==> src/rtl/mips_pkg.sv <==
// Shared types and helpers for the MIPS memory-access stage.
package mips_pkg;

  localparam int unsigned DATA_W = 32;
  localparam int unsigned REG_W  = 5;

  typedef enum logic [3:0] {
    MEM_NONE = 4'd0,
    MEM_LB   = 4'd1,
    MEM_LBU  = 4'd2,
    MEM_LH   = 4'd3,
    MEM_LHU  = 4'd4,
    MEM_LW   = 4'd5,
    MEM_SB   = 4'd6,
    MEM_SH   = 4'd7,
    MEM_SW   = 4'd8
  } mem_op_e;

  typedef enum logic {
    ST_IDLE = 1'b0,
    ST_WAIT = 1'b1
  } state_e;

  localparam logic [3:0] BE_BYTE    = 4'b0001;
  localparam logic [3:0] BE_HALF_LO = 4'b0011;
  localparam logic [3:0] BE_HALF_HI = 4'b1100;
  localparam logic [3:0] BE_WORD    = 4'b1111;

  // Per-instruction bookkeeping carried from accept to write-back.
  typedef struct packed {
    logic [DATA_W-1:0] pc;
    logic [DATA_W-1:0] inst;
    logic              write_reg;
    logic [REG_W-1:0]  write_dst;
  } wb_tag_t;

  // Unused encodings collapse onto NONE.
  function automatic mem_op_e decode_op(input logic [3:0] raw);
    return (raw > 4'd8) ? MEM_NONE : mem_op_e'(raw);
  endfunction

  function automatic logic is_load(input mem_op_e op);
    return op inside {MEM_LB, MEM_LBU, MEM_LH, MEM_LHU, MEM_LW};
  endfunction

  function automatic logic is_store(input mem_op_e op);
    return op inside {MEM_SB, MEM_SH, MEM_SW};
  endfunction

  function automatic logic is_misaligned(input mem_op_e op, input logic [1:0] lo);
    logic half_op;
    logic word_op;
    half_op = op inside {MEM_LH, MEM_LHU, MEM_SH};
    word_op = op inside {MEM_LW, MEM_SW};
    return (half_op && lo[0]) || (word_op && (lo != 2'b00));
  endfunction

endpackage

==> src/rtl/mem_stage_if.sv <==
// EX-side, data-memory and WB-side signals of the memory-access stage.
interface mem_stage_if #(
  parameter int unsigned ADDR_W = 32
);
  logic              in_valid;
  logic              in_ready;
  logic [31:0]       PC_in;
  logic [31:0]       Inst_in;
  logic [3:0]        mem_op;
  logic [ADDR_W-1:0] addr;
  logic [31:0]       store_data;
  logic              write_reg_in;
  logic [4:0]        write_dst_in;
  logic              flush;

  logic              dm_req;
  logic              dm_we;
  logic [3:0]        dm_be;
  logic [ADDR_W-1:0] dm_addr;
  logic [31:0]       dm_wdata;
  logic              dm_ack;
  logic [31:0]       dm_rdata;

  logic              out_valid;
  logic [31:0]       PC_out;
  logic [31:0]       Inst_out;
  logic [31:0]       mem_ext_data;
  logic              write_reg_out;
  logic [4:0]        write_dst_out;
  logic              load_addr_fault;
  logic              store_addr_fault;
  logic [31:0]       badVaddr;

  // Environment side: EX stage, data memory and WB stage.
  modport master (
    output in_valid, PC_in, Inst_in, mem_op, addr, store_data,
           write_reg_in, write_dst_in, flush, dm_ack, dm_rdata,
    input  in_ready, dm_req, dm_we, dm_be, dm_addr, dm_wdata,
           out_valid, PC_out, Inst_out, mem_ext_data, write_reg_out,
           write_dst_out, load_addr_fault, store_addr_fault, badVaddr
  );

  // The memory stage itself.
  modport slave (
    input  in_valid, PC_in, Inst_in, mem_op, addr, store_data,
           write_reg_in, write_dst_in, flush, dm_ack, dm_rdata,
    output in_ready, dm_req, dm_we, dm_be, dm_addr, dm_wdata,
           out_valid, PC_out, Inst_out, mem_ext_data, write_reg_out,
           write_dst_out, load_addr_fault, store_addr_fault, badVaddr
  );
endinterface

==> src/rtl/mem_lane_align.sv <==
// Little-endian byte-lane steering: store replication/byte enables and
// load lane select with sign/zero extension. Purely combinational.
module mem_lane_align
  import mips_pkg::*;
(
  input  mem_op_e           op_i,
  input  logic [1:0]        addr_lo_i,
  input  logic [DATA_W-1:0] store_data_i,
  input  logic [DATA_W-1:0] rdata_i,
  output logic [3:0]        be_c_o,
  output logic [DATA_W-1:0] wdata_c_o,
  output logic [DATA_W-1:0] ext_c_o
);

  logic [DATA_W-1:0] shifted_c;
  logic [7:0]        byte_c;
  logic [15:0]       half_c;

  always_comb begin
    be_c_o    = 4'b0000;
    wdata_c_o = store_data_i;
    case (op_i)
      MEM_LB, MEM_LBU, MEM_SB: be_c_o = 4'(BE_BYTE << addr_lo_i);
      MEM_LH, MEM_LHU, MEM_SH: be_c_o = addr_lo_i[1] ? BE_HALF_HI : BE_HALF_LO;
      MEM_LW, MEM_SW:          be_c_o = BE_WORD;
      default:                 be_c_o = 4'b0000;
    endcase
    case (op_i)
      MEM_SB:  wdata_c_o = {4{store_data_i[7:0]}};
      MEM_SH:  wdata_c_o = {2{store_data_i[15:0]}};
      default: wdata_c_o = store_data_i;
    endcase
  end

  // Half lane ignores addr[0], so misaligned halves land on the aligned half.
  always_comb begin
    shifted_c = rdata_i >> {addr_lo_i, 3'b000};
    byte_c    = shifted_c[7:0];
    half_c    = addr_lo_i[1] ? rdata_i[31:16] : rdata_i[15:0];
    case (op_i)
      MEM_LB:  ext_c_o = {{24{byte_c[7]}}, byte_c};
      MEM_LBU: ext_c_o = {24'h000000, byte_c};
      MEM_LH:  ext_c_o = {{16{half_c[15]}}, half_c};
      MEM_LHU: ext_c_o = {16'h0000, half_c};
      MEM_LW:  ext_c_o = rdata_i;
      default: ext_c_o = '0;
    endcase
  end

endmodule

==> src/rtl/mem_stage.sv <==
// MIPS memory-access stage: req/ack data-memory port, load extension and
// registered WB outputs. MEM_ADDR_FAULT_EN enables misaligned-access faults.
module mem_stage
  import mips_pkg::*;
#(
  parameter int unsigned ADDR_W = 32
) (
  input  logic       clk,
  input  logic       rst_n,
  mem_stage_if.slave bus
);

  state_e            state_q, state_d;
  mem_op_e           in_op_c, align_op_c, op_q, op_d;
  logic [1:0]        align_lo_c, lo_q, lo_d;
  wb_tag_t           tag_q, tag_d, out_tag_q, out_tag_d;
  logic              squash_q, squash_d;
  logic              dm_req_q, dm_req_d, dm_we_q, dm_we_d;
  logic [3:0]        dm_be_q, dm_be_d;
  logic [ADDR_W-1:0] dm_addr_q, dm_addr_d;
  logic [DATA_W-1:0] dm_wdata_q, dm_wdata_d;
  logic              out_valid_q, out_valid_d;
  logic [DATA_W-1:0] mem_ext_q, mem_ext_d, badvaddr_q, badvaddr_d;
  logic              ld_fault_q, ld_fault_d, st_fault_q, st_fault_d;
  logic              accept_c, fault_c, mem_go_c, retire_now_c;
  logic [3:0]        lane_be_c;
  logic [DATA_W-1:0] lane_wdata_c, lane_ext_c;

  assign in_op_c  = decode_op(bus.mem_op);
  assign accept_c = bus.in_valid && (state_q == ST_IDLE) && !bus.flush;
`ifdef MEM_ADDR_FAULT_EN
  assign fault_c  = is_misaligned(in_op_c, bus.addr[1:0]);
`else
  assign fault_c  = 1'b0;
`endif
  assign mem_go_c     = accept_c && (in_op_c != MEM_NONE) && !fault_c;
  assign retire_now_c = accept_c && !mem_go_c;

  // Store path steers the incoming op; load path the captured one.
  assign align_op_c = (state_q == ST_IDLE) ? in_op_c : op_q;
  assign align_lo_c = (state_q == ST_IDLE) ? bus.addr[1:0] : lo_q;

  mem_lane_align u_align (
    .op_i         (align_op_c),
    .addr_lo_i    (align_lo_c),
    .store_data_i (bus.store_data),
    .rdata_i      (bus.dm_rdata),
    .be_c_o       (lane_be_c),
    .wdata_c_o    (lane_wdata_c),
    .ext_c_o      (lane_ext_c)
  );

  always_ff @(posedge clk or negedge rst_n) begin
    if (!rst_n) state_q <= ST_IDLE;
    else        state_q <= state_d;
  end

  always_comb begin
    state_d = state_q;
    case (state_q)
      ST_IDLE: if (mem_go_c)    state_d = ST_WAIT;
      ST_WAIT: if (bus.dm_ack)  state_d = ST_IDLE;
      default:                  state_d = ST_IDLE;
    endcase
  end

  always_comb begin
    dm_req_d    = dm_req_q;
    dm_we_d     = dm_we_q;
    dm_be_d     = dm_be_q;
    dm_addr_d   = dm_addr_q;
    dm_wdata_d  = dm_wdata_q;
    op_d        = op_q;
    lo_d        = lo_q;
    tag_d       = tag_q;
    squash_d    = squash_q;
    out_valid_d = 1'b0;
    out_tag_d   = out_tag_q;
    mem_ext_d   = mem_ext_q;
    ld_fault_d  = ld_fault_q;
    st_fault_d  = st_fault_q;
    badvaddr_d  = badvaddr_q;
    case (state_q)
      ST_IDLE: begin
        if (retire_now_c) begin
          out_valid_d         = 1'b1;
          out_tag_d.pc        = bus.PC_in;
          out_tag_d.inst      = bus.Inst_in;
          out_tag_d.write_reg = bus.write_reg_in && !fault_c;
          out_tag_d.write_dst = bus.write_dst_in;
          mem_ext_d           = '0;
          ld_fault_d          = fault_c && is_load(in_op_c);
          st_fault_d          = fault_c && is_store(in_op_c);
          badvaddr_d          = fault_c ? 32'(bus.addr) : '0;
        end else if (mem_go_c) begin
          dm_req_d        = 1'b1;
          dm_we_d         = is_store(in_op_c);
          dm_be_d         = lane_be_c;
          dm_addr_d       = {bus.addr[ADDR_W-1:2], 2'b00};
          dm_wdata_d      = lane_wdata_c;
          op_d            = in_op_c;
          lo_d            = bus.addr[1:0];
          tag_d.pc        = bus.PC_in;
          tag_d.inst      = bus.Inst_in;
          tag_d.write_reg = bus.write_reg_in && !is_store(in_op_c);
          tag_d.write_dst = bus.write_dst_in;
          squash_d        = 1'b0;
        end
      end
      ST_WAIT: begin
        if (bus.flush) squash_d = 1'b1;
        // The bus request cannot be aborted; a squash only suppresses the retire.
        if (bus.dm_ack) begin
          dm_req_d   = 1'b0;
          squash_d   = 1'b0;
          ld_fault_d = 1'b0;
          st_fault_d = 1'b0;
          badvaddr_d = '0;
          if (squash_q || bus.flush) begin
            out_tag_d.write_reg = 1'b0;
          end else begin
            out_valid_d = 1'b1;
            out_tag_d   = tag_q;
            mem_ext_d   = is_load(op_q) ? lane_ext_c : '0;
          end
        end
      end
      default: ;
    endcase
  end

  always_ff @(posedge clk or negedge rst_n) begin
    if (!rst_n) begin
      dm_req_q    <= 1'b0;
      dm_we_q     <= 1'b0;
      dm_be_q     <= 4'b0000;
      dm_addr_q   <= '0;
      dm_wdata_q  <= '0;
      op_q        <= MEM_NONE;
      lo_q        <= 2'b00;
      tag_q       <= '0;
      squash_q    <= 1'b0;
      out_valid_q <= 1'b0;
      out_tag_q   <= '0;
      mem_ext_q   <= '0;
      ld_fault_q  <= 1'b0;
      st_fault_q  <= 1'b0;
      badvaddr_q  <= '0;
    end else begin
      dm_req_q    <= dm_req_d;
      dm_we_q     <= dm_we_d;
      dm_be_q     <= dm_be_d;
      dm_addr_q   <= dm_addr_d;
      dm_wdata_q  <= dm_wdata_d;
      op_q        <= op_d;
      lo_q        <= lo_d;
      tag_q       <= tag_d;
      squash_q    <= squash_d;
      out_valid_q <= out_valid_d;
      out_tag_q   <= out_tag_d;
      mem_ext_q   <= mem_ext_d;
      ld_fault_q  <= ld_fault_d;
      st_fault_q  <= st_fault_d;
      badvaddr_q  <= badvaddr_d;
    end
  end

  assign bus.in_ready         = (state_q == ST_IDLE);
  assign bus.dm_req           = dm_req_q;
  assign bus.dm_we            = dm_we_q;
  assign bus.dm_be            = dm_be_q;
  assign bus.dm_addr          = dm_addr_q;
  assign bus.dm_wdata         = dm_wdata_q;
  assign bus.out_valid        = out_valid_q;
  assign bus.PC_out           = out_tag_q.pc;
  assign bus.Inst_out         = out_tag_q.inst;
  assign bus.mem_ext_data     = mem_ext_q;
  assign bus.write_reg_out    = out_tag_q.write_reg;
  assign bus.write_dst_out    = out_tag_q.write_dst;
  assign bus.load_addr_fault  = ld_fault_q;
  assign bus.store_addr_fault = st_fault_q;
  assign bus.badVaddr         = badvaddr_q;

endmodule

==> src/flat_wrapper.sv <==
// flat-port wrapper written by rule: the top's interface ports become plain ports
module mem_stage_flat import mips_pkg::*;
#(
  parameter int unsigned ADDR_W = 32
)
  (clk, rst_n, bus_in_valid, bus_PC_in, bus_Inst_in, bus_mem_op, bus_addr, bus_store_data, bus_write_reg_in, bus_write_dst_in, bus_flush, bus_dm_ack, bus_dm_rdata, bus_in_ready, bus_dm_req, bus_dm_we, bus_dm_be, bus_dm_addr, bus_dm_wdata, bus_out_valid, bus_PC_out, bus_Inst_out, bus_mem_ext_data, bus_write_reg_out, bus_write_dst_out, bus_load_addr_fault, bus_store_addr_fault, bus_badVaddr);
  mem_stage_if #(.ADDR_W(ADDR_W)) bus_i ();
  input  logic clk;
  input  logic rst_n;
  input wire logic [$bits(bus_i.in_valid)-1:0] bus_in_valid;
  input wire logic [$bits(bus_i.PC_in)-1:0] bus_PC_in;
  input wire logic [$bits(bus_i.Inst_in)-1:0] bus_Inst_in;
  input wire logic [$bits(bus_i.mem_op)-1:0] bus_mem_op;
  input wire logic [$bits(bus_i.addr)-1:0] bus_addr;
  input wire logic [$bits(bus_i.store_data)-1:0] bus_store_data;
  input wire logic [$bits(bus_i.write_reg_in)-1:0] bus_write_reg_in;
  input wire logic [$bits(bus_i.write_dst_in)-1:0] bus_write_dst_in;
  input wire logic [$bits(bus_i.flush)-1:0] bus_flush;
  input wire logic [$bits(bus_i.dm_ack)-1:0] bus_dm_ack;
  input wire logic [$bits(bus_i.dm_rdata)-1:0] bus_dm_rdata;
  output wire logic [$bits(bus_i.in_ready)-1:0] bus_in_ready;
  output wire logic [$bits(bus_i.dm_req)-1:0] bus_dm_req;
  output wire logic [$bits(bus_i.dm_we)-1:0] bus_dm_we;
  output wire logic [$bits(bus_i.dm_be)-1:0] bus_dm_be;
  output wire logic [$bits(bus_i.dm_addr)-1:0] bus_dm_addr;
  output wire logic [$bits(bus_i.dm_wdata)-1:0] bus_dm_wdata;
  output wire logic [$bits(bus_i.out_valid)-1:0] bus_out_valid;
  output wire logic [$bits(bus_i.PC_out)-1:0] bus_PC_out;
  output wire logic [$bits(bus_i.Inst_out)-1:0] bus_Inst_out;
  output wire logic [$bits(bus_i.mem_ext_data)-1:0] bus_mem_ext_data;
  output wire logic [$bits(bus_i.write_reg_out)-1:0] bus_write_reg_out;
  output wire logic [$bits(bus_i.write_dst_out)-1:0] bus_write_dst_out;
  output wire logic [$bits(bus_i.load_addr_fault)-1:0] bus_load_addr_fault;
  output wire logic [$bits(bus_i.store_addr_fault)-1:0] bus_store_addr_fault;
  output wire logic [$bits(bus_i.badVaddr)-1:0] bus_badVaddr;
  assign bus_i.in_valid = bus_in_valid;
  assign bus_i.PC_in = bus_PC_in;
  assign bus_i.Inst_in = bus_Inst_in;
  assign bus_i.mem_op = bus_mem_op;
  assign bus_i.addr = bus_addr;
  assign bus_i.store_data = bus_store_data;
  assign bus_i.write_reg_in = bus_write_reg_in;
  assign bus_i.write_dst_in = bus_write_dst_in;
  assign bus_i.flush = bus_flush;
  assign bus_i.dm_ack = bus_dm_ack;
  assign bus_i.dm_rdata = bus_dm_rdata;
  assign bus_in_ready = bus_i.in_ready;
  assign bus_dm_req = bus_i.dm_req;
  assign bus_dm_we = bus_i.dm_we;
  assign bus_dm_be = bus_i.dm_be;
  assign bus_dm_addr = bus_i.dm_addr;
  assign bus_dm_wdata = bus_i.dm_wdata;
  assign bus_out_valid = bus_i.out_valid;
  assign bus_PC_out = bus_i.PC_out;
  assign bus_Inst_out = bus_i.Inst_out;
  assign bus_mem_ext_data = bus_i.mem_ext_data;
  assign bus_write_reg_out = bus_i.write_reg_out;
  assign bus_write_dst_out = bus_i.write_dst_out;
  assign bus_load_addr_fault = bus_i.load_addr_fault;
  assign bus_store_addr_fault = bus_i.store_addr_fault;
  assign bus_badVaddr = bus_i.badVaddr;
  mem_stage #(.ADDR_W(ADDR_W)) u_core (.clk(clk), .rst_n(rst_n), .bus(bus_i));
endmodule
==> config.mk <==
export PLATFORM = sky130hd
export DESIGN_NAME = mem_stage_flat
export DESIGN_NICKNAME = d
export VERILOG_FILES = /design/src/rtl/mips_pkg.sv /design/src/rtl/mem_stage_if.sv /design/src/rtl/mem_lane_align.sv /design/src/rtl/mem_stage.sv /design/src/flat_wrapper.sv
export SDC_FILE = /design/constraint.sdc
export NUM_CORES = 1
export LEC_CHECK = 0
export CORE_ASPECT_RATIO = 1.2
export CORE_MARGIN = 10
export CORE_UTILIZATION = 42
export DETAILED_ROUTE_END_ITERATION = 7
export PLACE_DENSITY_LB_ADDON = 0.1
export RECOVER_POWER = 100
export SYNTH_ARGS = -nofsm -noshare
export SYNTH_HDL_FRONTEND = slang
export SYNTH_SLANG_ARGS = --single-unit
==> constraint.sdc <==
create_clock -name clk -period 1.9 [get_ports clk]
set_input_delay 0.475 -clock clk [delete_from_list [all_inputs] [get_ports clk]]
set_output_delay 0.475 -clock clk [all_outputs]
set_load 0.005 [all_outputs]
==> results of run 1 <==
timing repair:
action	in CTS	in global routing
hold buffers	1	0
resized for setup	96	358
hold endpoints to repair	34	0
buffers inserted	7	28
cloned	2	17
endpoints found under the setup margin	252	315
pin swaps	5	93
worst max-delay path, cell delays in order, from the launching register on:
cell and delay (ps):
dfrtp_4 510, buf_12 160, or3b_4 410, a211o_1 310
a211oi_4 290, buf_12 160, a22o_1 140, a221o_1 110
registers in the layout (all words and copies together), names as in the netlist:
register and count:
u_core.bus.Inst_out 32, u_core.bus.dm_req 1, u_core.squash_q 1, u_core.bus.write_reg_out 1
u_core.bus.PC_out 32, u_core.state_q 1, u_core.bus.dm_addr 30, u_core.op_q 4
u_core.lo_q 2, u_core.bus.dm_wdata 32, u_core.bus.out_valid 1, u_core.bus.dm_we 1
u_core.bus.dm_be 4, u_core.tag_q 70, u_core.bus.mem_ext_data 32, u_core.bus.write_dst_out 5
worst paths after layout:
check | cells after the start | from | endpoint
worst min-delay path | 3 | bus_addr[8] | u_core.bus.dm_addr[8]
min in group asynchronous | 2 | rst_n | u_core.bus.mem_ext_data[30]
worst min register to register | 2 | u_core.bus.dm_addr[9] | u_core.bus.dm_addr[9]
max in group asynchronous | 3 | rst_n | u_core.state_q
worst max-delay path | 7 | u_core.state_q | u_core.bus.mem_ext_data[1]
worst max register to register | 7 | u_core.state_q | u_core.bus.mem_ext_data[1]
metrics by stage:
step                      cell area (um^2)  hold slack (ps)  power, uW
after floorplan                      11500              179       8950
after global placement               16100              426      12000
after detailed placement             16100              428      12200
after CTS                            17100              439      17500
after global routing                 18600              457      19100
final                                18600              456      18100
cell type report:
type                            instances  area, um^2  share of cell area, %
Clock inverter                          9        58.8                  0.316
Sequential cell                       249        6230                   33.5
Multi-Input combinational cell        820        5370                   28.9
Tap cell                              335         419                   2.25
Antenna cell                            2        5.00                 0.0269
Timing Repair Buffer                  521        5620                   30.2
Clock buffer                           43         878                   4.72
Inverter                                5        23.8                  0.128
cells in the mapped netlist (6+ instances only):
library cell,number
buf_1,6
clkbuf_1,38
a221o_1,31
a22o_1,7
buf_2,19
nand2_1,445
mux2i_1,99
buf_4,39
o21ai_0,101
dfrtp_1,249
o2bb2ai_1,7
mux2_2,10
mux4_2,7
report_power, final:
group          switching [uW]  total [uW]  internal, uW  leakage [uW]
sequential                830        7360          6530       0.00316
combinational            2330        5360          3030       0.00657
clock                    2230        5420          3180      0.000466
cells by family (layout without fill, tap and decap cells):
family,Yosys count,count (layout),synth area share [%]
buffers and inverters,112,578,5.53
other,1,38,0.0330
XOR/XNOR,1,1,0.0772
AND/OR/NAND/NOR,485,488,17.2
multiplexers,117,117,11.3
AO/OA/AOI/OAI,178,178,10.9
flip-flops,249,249,54.9
layer usage:
layer | GRT usage (%) | part of all wire (%) | vias to the layer above
li1 | - | - | 4781
met4 | 5.62 | 2.1 | 0
met2 | 36.1 | 51 | 321
met5 | 0 | 0 | -
met1 | 24.5 | 39 | 4862
met3 | 7.39 | 8.5 | 53
==> flow_metrics.env, run 1 <==
export IMPL_ys_top_cells_by_area="dfrtp_1, nand2_1, mux2i_1, o21ai_0, a221o_1"
export IMPL_synth_edff_count=0
export IMPL_arrival_ps=2630
export IMPL_boundaryPins=383
export IMPL_detailed_place_hpwl_um=27000
export IMPL_detailedRoute_firstPassIterationCount=5
export IMPL_cell_type_with_the_largest_total_area_after_synthesis="dfrtp_1"
export IMPL_via_count=10000
export IMPL_timing_critical_path_to_type="flop"
export IMPL_cts_htree_levels=1
export IMPL_cellPowerDensity_nw_per_um2=975
export IMPL_syn_instance_count=1143
export IMPL_critical_path_peak_fanout=8
export IMPL_layout_cells_non_filler=1984
export IMPL_area_growth_syn_to_layout_pct=63.9
export IMPL_tritoncts="yes"
export IMPL_cts_root_buf="clkbuf_16"
export IMPL_post_synth_cell_area_avg_um2=9.93
export IMPL_rsz0062_at_grt="true"
export IMPL_timing_reg2reg_setup_slack_ps=-240
export IMPL_core_area_um2=26500
export IMPL_async_reset_ff_share_pct=100
export IMPL_synth_sequential_area_ratio_pct=54.9
export IMPL_grt_first_pass_wirelength_um=57900
export IMPL_ys_types=55
export IMPL_drt_wl_total_um=39400
export IMPL_number_of_antenna_violations_at_the_first_check_in_global_routing=2
export IMPL_dp_cells=1878
export IMPL_path_class="reg -> reg"
export IMPL_yosys_register_bits=249
export IMPL_worst_hold_path_type="in -> reg"
export IMPL_post_synth_top_area_fraction_pct=54.9
export IMPL_clk_path_buf_depth=3
export IMPL_ys_flop_type="dfrtp_1"
export IMPL_place_ws_ps=-812
export IMPL_failing_checks="setup timing"
export IMPL_leading_cell_type_in_the_layout_fill_and_taps_excluded="nand2_1"
export IMPL_grt_start_max_net_pins=50
export IMPL_gp_congestion=0.889
export IMPL_timing_clock_skew_ps=13.2
export IMPL_share_of_final_layout_standard_cells_stronger_than_drive_strength_1_pct=23.6
export IMPL_min_period_over_period_pct=113
export IMPL_critPathRequiredTime_ps=2390
export IMPL_fp_dieArea_um2=34000
export IMPL_yosys_warnings=0
export IMPL_worst_pin_slew_ps=1310
export IMPL_clkTransAtPathRegs_ps=60
export IMPL_routed_wl_per_cell_um=19.9
export IMPL_placement_io_buffers=346
export IMPL_first_global_vias=10300
export IMPL_clock_insertion_delay_at_the_later_pin_of_the_skew_report_ps=540
export IMPL_cts_bufs_inserted=28
export IMPL_global_route_overflow_total=0
export IMPL_timing_fmax_ghz=0.467
export IMPL_final_min_clock_period_ps=2140
export IMPL_p_leak_uw=0.0102
export IMPL_start_kind="flop"
export IMPL_setup_violations=120
export IMPL_run_status="finished with violations"
export IMPL_drv_cap=0
export IMPL_filler_cell_count=2013
export IMPL_cts_num_sinks=249
export IMPL_final_number_of_hold_violating_endpoints=0
export IMPL_dieHeight_um=200
export IMPL_nNetsFinal=1800
export IMPL_maximum_vdd_drop_mv=0.753
export IMPL_synthesis_area_um2=11400
export IMPL_antenna_violating_nets_post_route=0
export IMPL_initial_core_utilization_pct=42.8
export IMPL_drt_drc_violations_left=0
export IMPL_finalMaxSlewViolations=0
export IMPL_layout_cells_most_common_list="nand2_1, dfrtp_1, clkdlybuf4s50_1, buf_4, dlymetal6s2s_1"
export IMPL_worst_slew_margin_rel_pct=12.7
export IMPL_setup_tns_ps=-13020
export IMPL_fin_ws_ps=-240
export IMPL_fp_dieW_um=170
export IMPL_rows=65
export IMPL_fin_util_pct=70.2
export IMPL_first_iter_violations=578
export IMPL_globalRouteTotalUtil_pct=21.1
export IMPL_post_drt_via_cell_ratio=5.05
Note: power is estimated with default switching activity, not from simulation.
==> run 2, diff against run 1 <==
--- a/config.mk
+++ b/config.mk
@@ -5,6 +5,8 @@
 export SDC_FILE = /design/constraint.sdc
 export NUM_CORES = 1
 export LEC_CHECK = 0
+export ABC_AREA = 1
+export CAP_MARGIN = 5
 export CORE_ASPECT_RATIO = 1.2
 export CORE_MARGIN = 10
 export CORE_UTILIZATION = 42
==> run 2 against run 1 <==
Against the previous run:
- the run still ends with setup timing left
- utilization decreased by 6.4 points
- non-clock buffer count down 65
- synthesized cell count increased by 27%
- total power shrank 3.3%
- first-iteration DRC count up 35%
- clock-buffer cell count fell by 6
- critical endpoint is now bus_in_ready
==> flow_metrics.env, run 2 <==
export IMPL_crit_chain="buf_4 -> inv_2 -> buf_6 -> buf_6"
export IMPL_cell_with_the_most_instances_after_synthesis="nand2_1"
export IMPL_grt_start_max_net_pins=59
export IMPL_critPathMaxStageDelay_ps=520
export IMPL_post_synth_cell_area_avg_um2=7.91
export IMPL_post_synth_xor_area_fraction_pct=0
export IMPL_core_area_um2=27000
export IMPL_timing_rr_end="u_core.bus.mem_ext_data[11]"
export IMPL_synth_compound_area_share_pct=8.20
export IMPL_flip_flop_count_of_the_largest_register_all_copies_and_words_added=70
export IMPL_count_of_cells_along_the_worst_hold_path=3
export IMPL_p_leak_uw=0.00851
export IMPL_grt_first_pass_wirelength_um=59300
export IMPL_globalRouteTotalUtil_pct=21.1
export IMPL_timing_critical_path_max_delay_family="flip-flops"
export IMPL_worst_pin_slew_ps=968
export IMPL_arrival_ps=1510
export IMPL_cts_htree_levels=1
export IMPL_failing_checks="setup timing"
export IMPL_drt_drc_violations_left=0
export IMPL_fp_dieArea_um2=34400
export IMPL_number_of_antenna_violations_at_the_first_check_in_global_routing=2
export IMPL_critical_path_peak_fanout=4
export IMPL_timing_clock_skew_ps=11.2
export IMPL_synth_sequential_area_ratio_pct=54.3
export IMPL_leading_cell_type_in_the_layout_fill_and_taps_excluded="nand2_1"
export IMPL_synth_simple_gate_area_share_pct=30.1
export IMPL_worst_hold_slack_ps=368
export IMPL_cts_bufs_inserted=27
export IMPL_cts_root_buf="clkbuf_16"
export IMPL_via_count=11000
export IMPL_clkTransAtPathRegs_ps=60
export IMPL_final_min_clock_period_ps=1990
export IMPL_drt_wl_total_um=38900
export IMPL_first_global_vias=10900
export IMPL_ys_flop_type="dfrtp_1"
export IMPL_dp_cells=2139
export IMPL_min_period_over_period_pct=105
export IMPL_ys_top_cells_by_area="dfrtp_1, nand2_1, a31oi_1, nor2_1, buf_4"
export IMPL_detailed_place_hpwl_um=26800
export IMPL_path_class="reg -> out"
export IMPL_initial_core_utilization_pct=42.5
export IMPL_post_synth_top_area_fraction_pct=54.3
export IMPL_crit_top_cell="buf_6"
export IMPL_worstHoldEndpoint="u_core.op_q[1]"
export IMPL_synth_adder_area_share_pct=0
export IMPL_share_of_final_layout_standard_cells_stronger_than_drive_strength_1_pct=12.9
export IMPL_first_iter_violations=778
export IMPL_worst_hold_path_type="in -> reg"
export IMPL_synth_edff_count=0
export IMPL_placement_io_buffers=346
export IMPL_run_status="finished with violations"
export IMPL_yosys_register_bits=249
export IMPL_timing_critical_path_to_type="primary output"
export IMPL_dominant_combinational_cell_family_by_area_after_synthesis="simple AND/OR/NAND/NOR gates"
export IMPL_ys_top_cells_by_count="nand2_1, dfrtp_1, nor2_1, a31oi_1, buf_4"
export IMPL_hold_path_startpoint="bus_mem_op[1]"
export IMPL_clock_insertion_delay_at_the_later_pin_of_the_skew_report_ps=530
export IMPL_rsz0062_at_grt="true"
export IMPL_setup_violations=44
export IMPL_critPathRequiredTime_ps=1420
export IMPL_boundaryPins=383
export IMPL_tritoncts="yes"
export IMPL_dieHeight_um=201
export IMPL_detailedRoute_firstPassIterationCount=5
export IMPL_placedInstanceArea_um2=15800
export IMPL_post_drt_via_cell_ratio=4.96
export IMPL_gp_congestion=0.876
export IMPL_ys_types=32
export IMPL_finalMaxSlewViolations=0
export IMPL_cell_type_with_the_largest_total_area_after_synthesis="dfrtp_1"
export IMPL_cts_num_sinks=249
export IMPL_syn_instance_count=1451
export IMPL_final_number_of_hold_violating_endpoints=0
export IMPL_r2r_cells=10
export IMPL_rows=66
export IMPL_clk_path_buf_depth=3
export IMPL_yosys_warnings=0
export IMPL_global_route_overflow_total=0
export IMPL_synthMuxAreaShare_pct=0.0872
export IMPL_regToRegStartpoint="u_core.state_q"
export IMPL_stdcell_area_um2=17200
export IMPL_fin_util_pct=63.8
export IMPL_routed_wl_per_cell_um=17.6
export IMPL_timing_reg2reg_setup_slack_ps=-70
export IMPL_antenna_violating_nets_post_route=0
export IMPL_start_kind="flop"
export IMPL_nNetsFinal=2031
export IMPL_layout_cells_non_filler=2215
export IMPL_synthesis_area_um2=11500
export IMPL_async_reset_ff_share_pct=100
export IMPL_layout_cells_most_common_list="nand2_1, dfrtp_1, clkdlybuf4s50_1, nor2_1, dlygate4sd2_1"
export IMPL_cpMaxStageDelayCell="dfrtp_4"
export IMPL_cellPowerDensity_nw_per_um2=1020
export IMPL_area_growth_syn_to_layout_pct=50.1
export IMPL_worstPathBufferInverterCount=4
export IMPL_maximum_vdd_drop_mv=0.772
export IMPL_worst_slew_margin_rel_pct=35.5
export IMPL_fin_ws_ps=-85.5
export IMPL_drv_cap=0
export IMPL_fp_dieW_um=171
export IMPL_registers_top_by_ff_count="u_core.tag_q"
export IMPL_timing_fmax_ghz=0.504
[run 2: final cells by class]
| class | instances | area [um^2] |
|---|---|---|
| tap | 340 | 425 |
| timing repair buffer | 456 | 4690 |
| sequential | 249 | 6230 |
| multi-input combinational | 1074 | 4810 |
| antenna | 1 | 2.50 |
| inverter | 48 | 201 |
| fill | 2405 | 9770 |
| clock inverter | 10 | 105 |
| clock buffer | 37 | 763 |
[run 2: how the worst max path moves through the flow]
stage	from	endpoint	slack, ps	cells after the start
floorplan	bus_mem_op[3]	u_core.bus.mem_ext_data[10]	170	12
global placement	bus_mem_op[3]	u_core.bus.mem_ext_data[28]	-530	14
detailed placement	bus_mem_op[1]	u_core.bus.PC_out[7]	-550	10
CTS	u_core.state_q	u_core.bus.mem_ext_data[26]	-10	11
global route	u_core.state_q	u_core.bus.dm_be[3]	-170	12
finish	u_core.state_q	bus_in_ready	-90	4
[run 2: power breakdown]
group	switching, uW	internal (uW)
Clock	2140	3060
Combinational	2410	2610
Sequential	724	6600
Total	5270	12300
[run 2: per-layer routing]
layer | wire (um) | global-route usage (%)
met5 | 8 | 0
met4 | 845 | 5.38
met3 | 3590 | 6.78
met2 | 19100 | 36.2
met1 | 15300 | 25.0
[run 2: kinds of logic after synthesis]
family	Yosys count
AOI/OAI and AO/OA	159
buffers and inverters	163
DFF	249
muxes	1
other	1
and+or+nand+nor	878
[run 2: through the flow]
step	power, uW	setup slack [ps]	TNS [ps]
2_1_floorplan	9330	171	0
3_3_place_gp	12600	-528	-96280
3_5_place_dp	12700	-548	-105710
4_1_cts	17600	-11.0	-20.0
5_1_grt	18600	-171	-19070
6_report	17500	-85.5	-1390
[run 2: tightest hold or removal path, stage by stage]
cell            delay [ps]
dlymetal6s2s_1         190
nand2_1                100
o21ai_0                 80
[run 2: repair_timing]
| action | CTS | global route |
|---|---|---|
| gates cloned | 0 | 8 |
| setup buffers | 5 | 14 |
| hold buffers | 1 | 0 |
| endpoints found under the hold margin | 31 | 0 |
| endpoints found under the setup margin | 105 | 203 |
| pin swaps | 0 | 20 |
| gates resized for setup | 103 | 141 |
==> run 3, diff against run 2 <==
--- a/config.mk
+++ b/config.mk
@@ -6,11 +6,13 @@
 export NUM_CORES = 1
 export LEC_CHECK = 0
 export ABC_AREA = 1
+export ABC_CLOCK_PERIOD_IN_PS = 1800
 export CAP_MARGIN = 5
 export CORE_ASPECT_RATIO = 1.2
 export CORE_MARGIN = 10
 export CORE_UTILIZATION = 42
 export DETAILED_ROUTE_END_ITERATION = 7
+export HOLD_SLACK_MARGIN = 0.08
 export PLACE_DENSITY_LB_ADDON = 0.1
 export RECOVER_POWER = 100
 export SYNTH_ARGS = -nofsm -noshare
==> constraint.sdc (replaced) <==
create_clock -name clk -period 1.8 [get_ports clk]
set_input_delay 0.45 -clock clk [delete_from_list [all_inputs] [get_ports clk]]
set_output_delay 0.45 -clock clk [all_outputs]
set_load 0.005 [all_outputs]
==> run 3 against run 2 <==
Against the previous run:
- the flow still finishes with violations (setup timing)
- utilization increased by 1.2 points
- flip-flop and latch count unchanged
- largest power group unchanged
- clock-buffer cell count increased by 1
- combinational power increased by 8.8%
- via count increased by 1.0%
- worst hold slack got worse by 25 ps
- critical path depth increased by 7
- critical path type is now reg -> reg
- design area increased by 1.9%
- first-iteration DRC count increased by 8.9%
- non-clock buffer count increased by 15
- register-to-register slack got worse by 70 ps
==> flow_metrics.env, run 3 (same netlist as run 2, synthesis figures left out) <==
export IMPL_intPower_uw=12800
export IMPL_drv_cap=0
export IMPL_core_area_um2=27000
export IMPL_p_clk_share_pct=28.6
export IMPL_global_route_overflow_total=0
export IMPL_grt_first_pass_wirelength_um=60800
export IMPL_tritoncts="yes"
export IMPL_worst_hold_slack_ps=343
export IMPL_finalMaxSlewViolations=0
export IMPL_path_class="reg -> reg"
export IMPL_share_comb_of_total_power_pct=29.5
export IMPL_maximum_vdd_drop_mv=0.720
export IMPL_failing_checks="setup timing"
export IMPL_clkTransAtPathRegs_ps=60
export IMPL_pwr_share_seq_pct=42.0
export IMPL_fin_ws_ps=-136
export IMPL_cts_num_sinks=249
export IMPL_clock_insertion_delay_at_the_later_pin_of_the_skew_report_ps=530
export IMPL_final_min_clock_period_ps=1940
export IMPL_cellPowerDensity_nw_per_um2=1050
export IMPL_cts_root_buf="clkbuf_16"
export IMPL_rsz0062_at_grt="true"
export IMPL_share_of_final_layout_standard_cells_stronger_than_drive_strength_1_pct=15.0
export IMPL_start_kind="flop"
export IMPL_clk_path_buf_depth=3
export IMPL_cpMaxStageDelayCell="dfrtp_4"
export IMPL_nNetsFinal=2047
export IMPL_setup_violations=136
export IMPL_overall_power_after_layout_uw=18500
export IMPL_via_count=11100
export IMPL_leading_cell_type_in_the_layout_fill_and_taps_excluded="nand2_1"
export IMPL_area_growth_syn_to_layout_pct=52.9
export IMPL_power_switching_uw=5700
export IMPL_run_status="finished with violations"
export IMPL_netSwitchingFraction_pct=30.8
export IMPL_post_drt_via_cell_ratio=4.98
export IMPL_fp_dieW_um=171
export IMPL_timing_fmax_ghz=0.517
export IMPL_fp_dieArea_um2=34400
export IMPL_critPathMaxStageDelay_ps=490
export IMPL_timing_clock_skew_ps=6.57
export IMPL_arrival_ps=2390
export IMPL_p_leak_uw=0.00878
export IMPL_detailedRoute_firstPassIterationCount=5
export IMPL_critPathRequiredTime_ps=2250
export IMPL_worst_pin_slew_ps=1310
export IMPL_stdcell_area_um2=17600
export IMPL_final_number_of_hold_violating_endpoints=0
export IMPL_drt_wl_total_um=39900
export IMPL_min_period_over_period_pct=108
export IMPL_first_iter_violations=847
export IMPL_timing_reg2reg_setup_slack_ps=-140
export IMPL_drt_drc_violations_left=0
export IMPL_cts_bufs_inserted=28
export IMPL_first_global_vias=11200
export IMPL_placedInstanceArea_um2=15800
export IMPL_worst_slew_margin_rel_pct=12.7
export IMPL_registers_top_by_ff_count="u_core.tag_q"
export IMPL_gp_congestion=0.874
export IMPL_flip_flop_count_of_the_largest_register_all_copies_and_words_added=70
export IMPL_placement_io_buffers=346
export IMPL_layout_cells_most_common_list="nand2_1, dfrtp_1, dlygate4sd2_1, clkdlybuf4s50_1, nor2_1"
export IMPL_number_of_antenna_violations_at_the_first_check_in_global_routing=2
export IMPL_crit_chain="buf_12 -> buf_4 -> nand2_4 -> inv_2 -> nand2_1 -> inv_2 -> nor2_4 -> clkinv_8 -> buf_12 -> clkbuf_16 -> a31oi_1"
export IMPL_worst_hold_path_type="in -> reg"
export IMPL_globalRouteTotalUtil_pct=21.7
export IMPL_boundaryPins=383
export IMPL_routed_wl_per_cell_um=17.9
export IMPL_dieHeight_um=201
export IMPL_initial_core_utilization_pct=42.5
export IMPL_critical_path_peak_fanout=15
export IMPL_fin_util_pct=65.0
export IMPL_antenna_violating_nets_post_route=0
export IMPL_grt_start_max_net_pins=61
export IMPL_cts_htree_levels=1
export IMPL_rows=66
export IMPL_timing_critical_path_to_type="flop"
export IMPL_detailed_place_hpwl_um=27000
export IMPL_filler_cell_count=2337
run 3: changes by cell type in the layout (fill, tap and decap cells not counted), moves of 8 or more:
cell | before | now
a21oi_1 | 15 | 6
a21oi_2 | 1 | 9
a31oi_1 | 80 | 72
clkdlybuf4s25_1 | 62 | 0
clkdlybuf4s50_1 | 193 | 170
dlygate4sd2_1 | 86 | 172
nand2_2 | 25 | 14
nand3_2 | 15 | 7
nor2_1 | 100 | 77
nor2_2 | 5 | 26
o21ai_1 | 3 | 14
run 3: worst paths after layout:
| kind | start | endpoint | depth (start not counted) |
|---|---|---|---|
| min | bus_mem_op[2] | u_core.bus.dm_we | 3 |
| max reg2reg | u_core.state_q | u_core.bus.PC_out[17] | 11 |
| min in group asynchronous | rst_n | u_core.bus.dm_wdata[12] | 2 |
| max | u_core.state_q | u_core.bus.PC_out[17] | 11 |
| min reg2reg | u_core.bus.mem_ext_data[30] | u_core.bus.mem_ext_data[30] | 2 |
| max in group asynchronous | rst_n | u_core.state_q | 3 |
run 3: final cells by class:
cell class / count / area (um^2) / area share [%]
tap: 340 / 425 / 2.42
inverter: 48 / 218 / 1.24
clock buffer: 38 / 800 / 4.55
antenna: 1 / 2.50 / 0.0143
clock inverter: 7 / 41.3 / 0.235
sequential: 249 / 6230 / 35.5
timing repair buffer: 471 / 4790 / 27.3
multi-input combinational: 1074 / 5040 / 28.7
run 3: stage by stage:
step | std cells | setup TNS (ps) | setup slack, ps
after floorplan | 1486 | 0 | 94.0
after global placement | 2140 | -113090 | -594
after detailed placement | 2140 | -120580 | -632
after CTS | 2205 | -3410 | -102
after global routing | 2228 | -38840 | -221
final | 2228 | -8950 | -136
run 3: power groups by stage:
stage / Sequential (uW) / Combinational [uW] / Clock, uW
final: 7760 / 5460 / 5280
after global routing: 7920 / 6050 / 5640
after CTS: 7730 / 5220 / 5400
after detailed placement: 7850 / 5550 / 0
after global placement: 7800 / 5480 / 0
after floorplan: 7790 / 2050 / 0
run 3: repair_timing:
action	4_1_cts	5_1_grt
pin swaps	2	9
hold buffers	1	0
endpoints found under the hold margin	225	0
gates resized for setup	240	95
endpoints found under the setup margin	294	198
buffers inserted	16	16
cloned	3	8
run 3: worst max-delay path: cells and delay by family (launching register included):
family	cells	cell delay, ps
flip-flops	1	490
AND/OR/NAND/NOR	3	330
AO/OA/AOI/OAI	1	130
buffers and inverters	7	910
run 3: routing by layer:
layer / share of wire [%] / wire length (um) / vias up / GRT usage, %
li1: - / - / 5390 / -
met1: 40 / 15900 / 5256 / 25.9
met2: 50 / 19900 / 391 / 37.5
met3: 8.2 / 3280 / 58 / 6.21
met4: 2.1 / 834 / 2 / 5.35
met5: 0.043 / 17 / - / 0
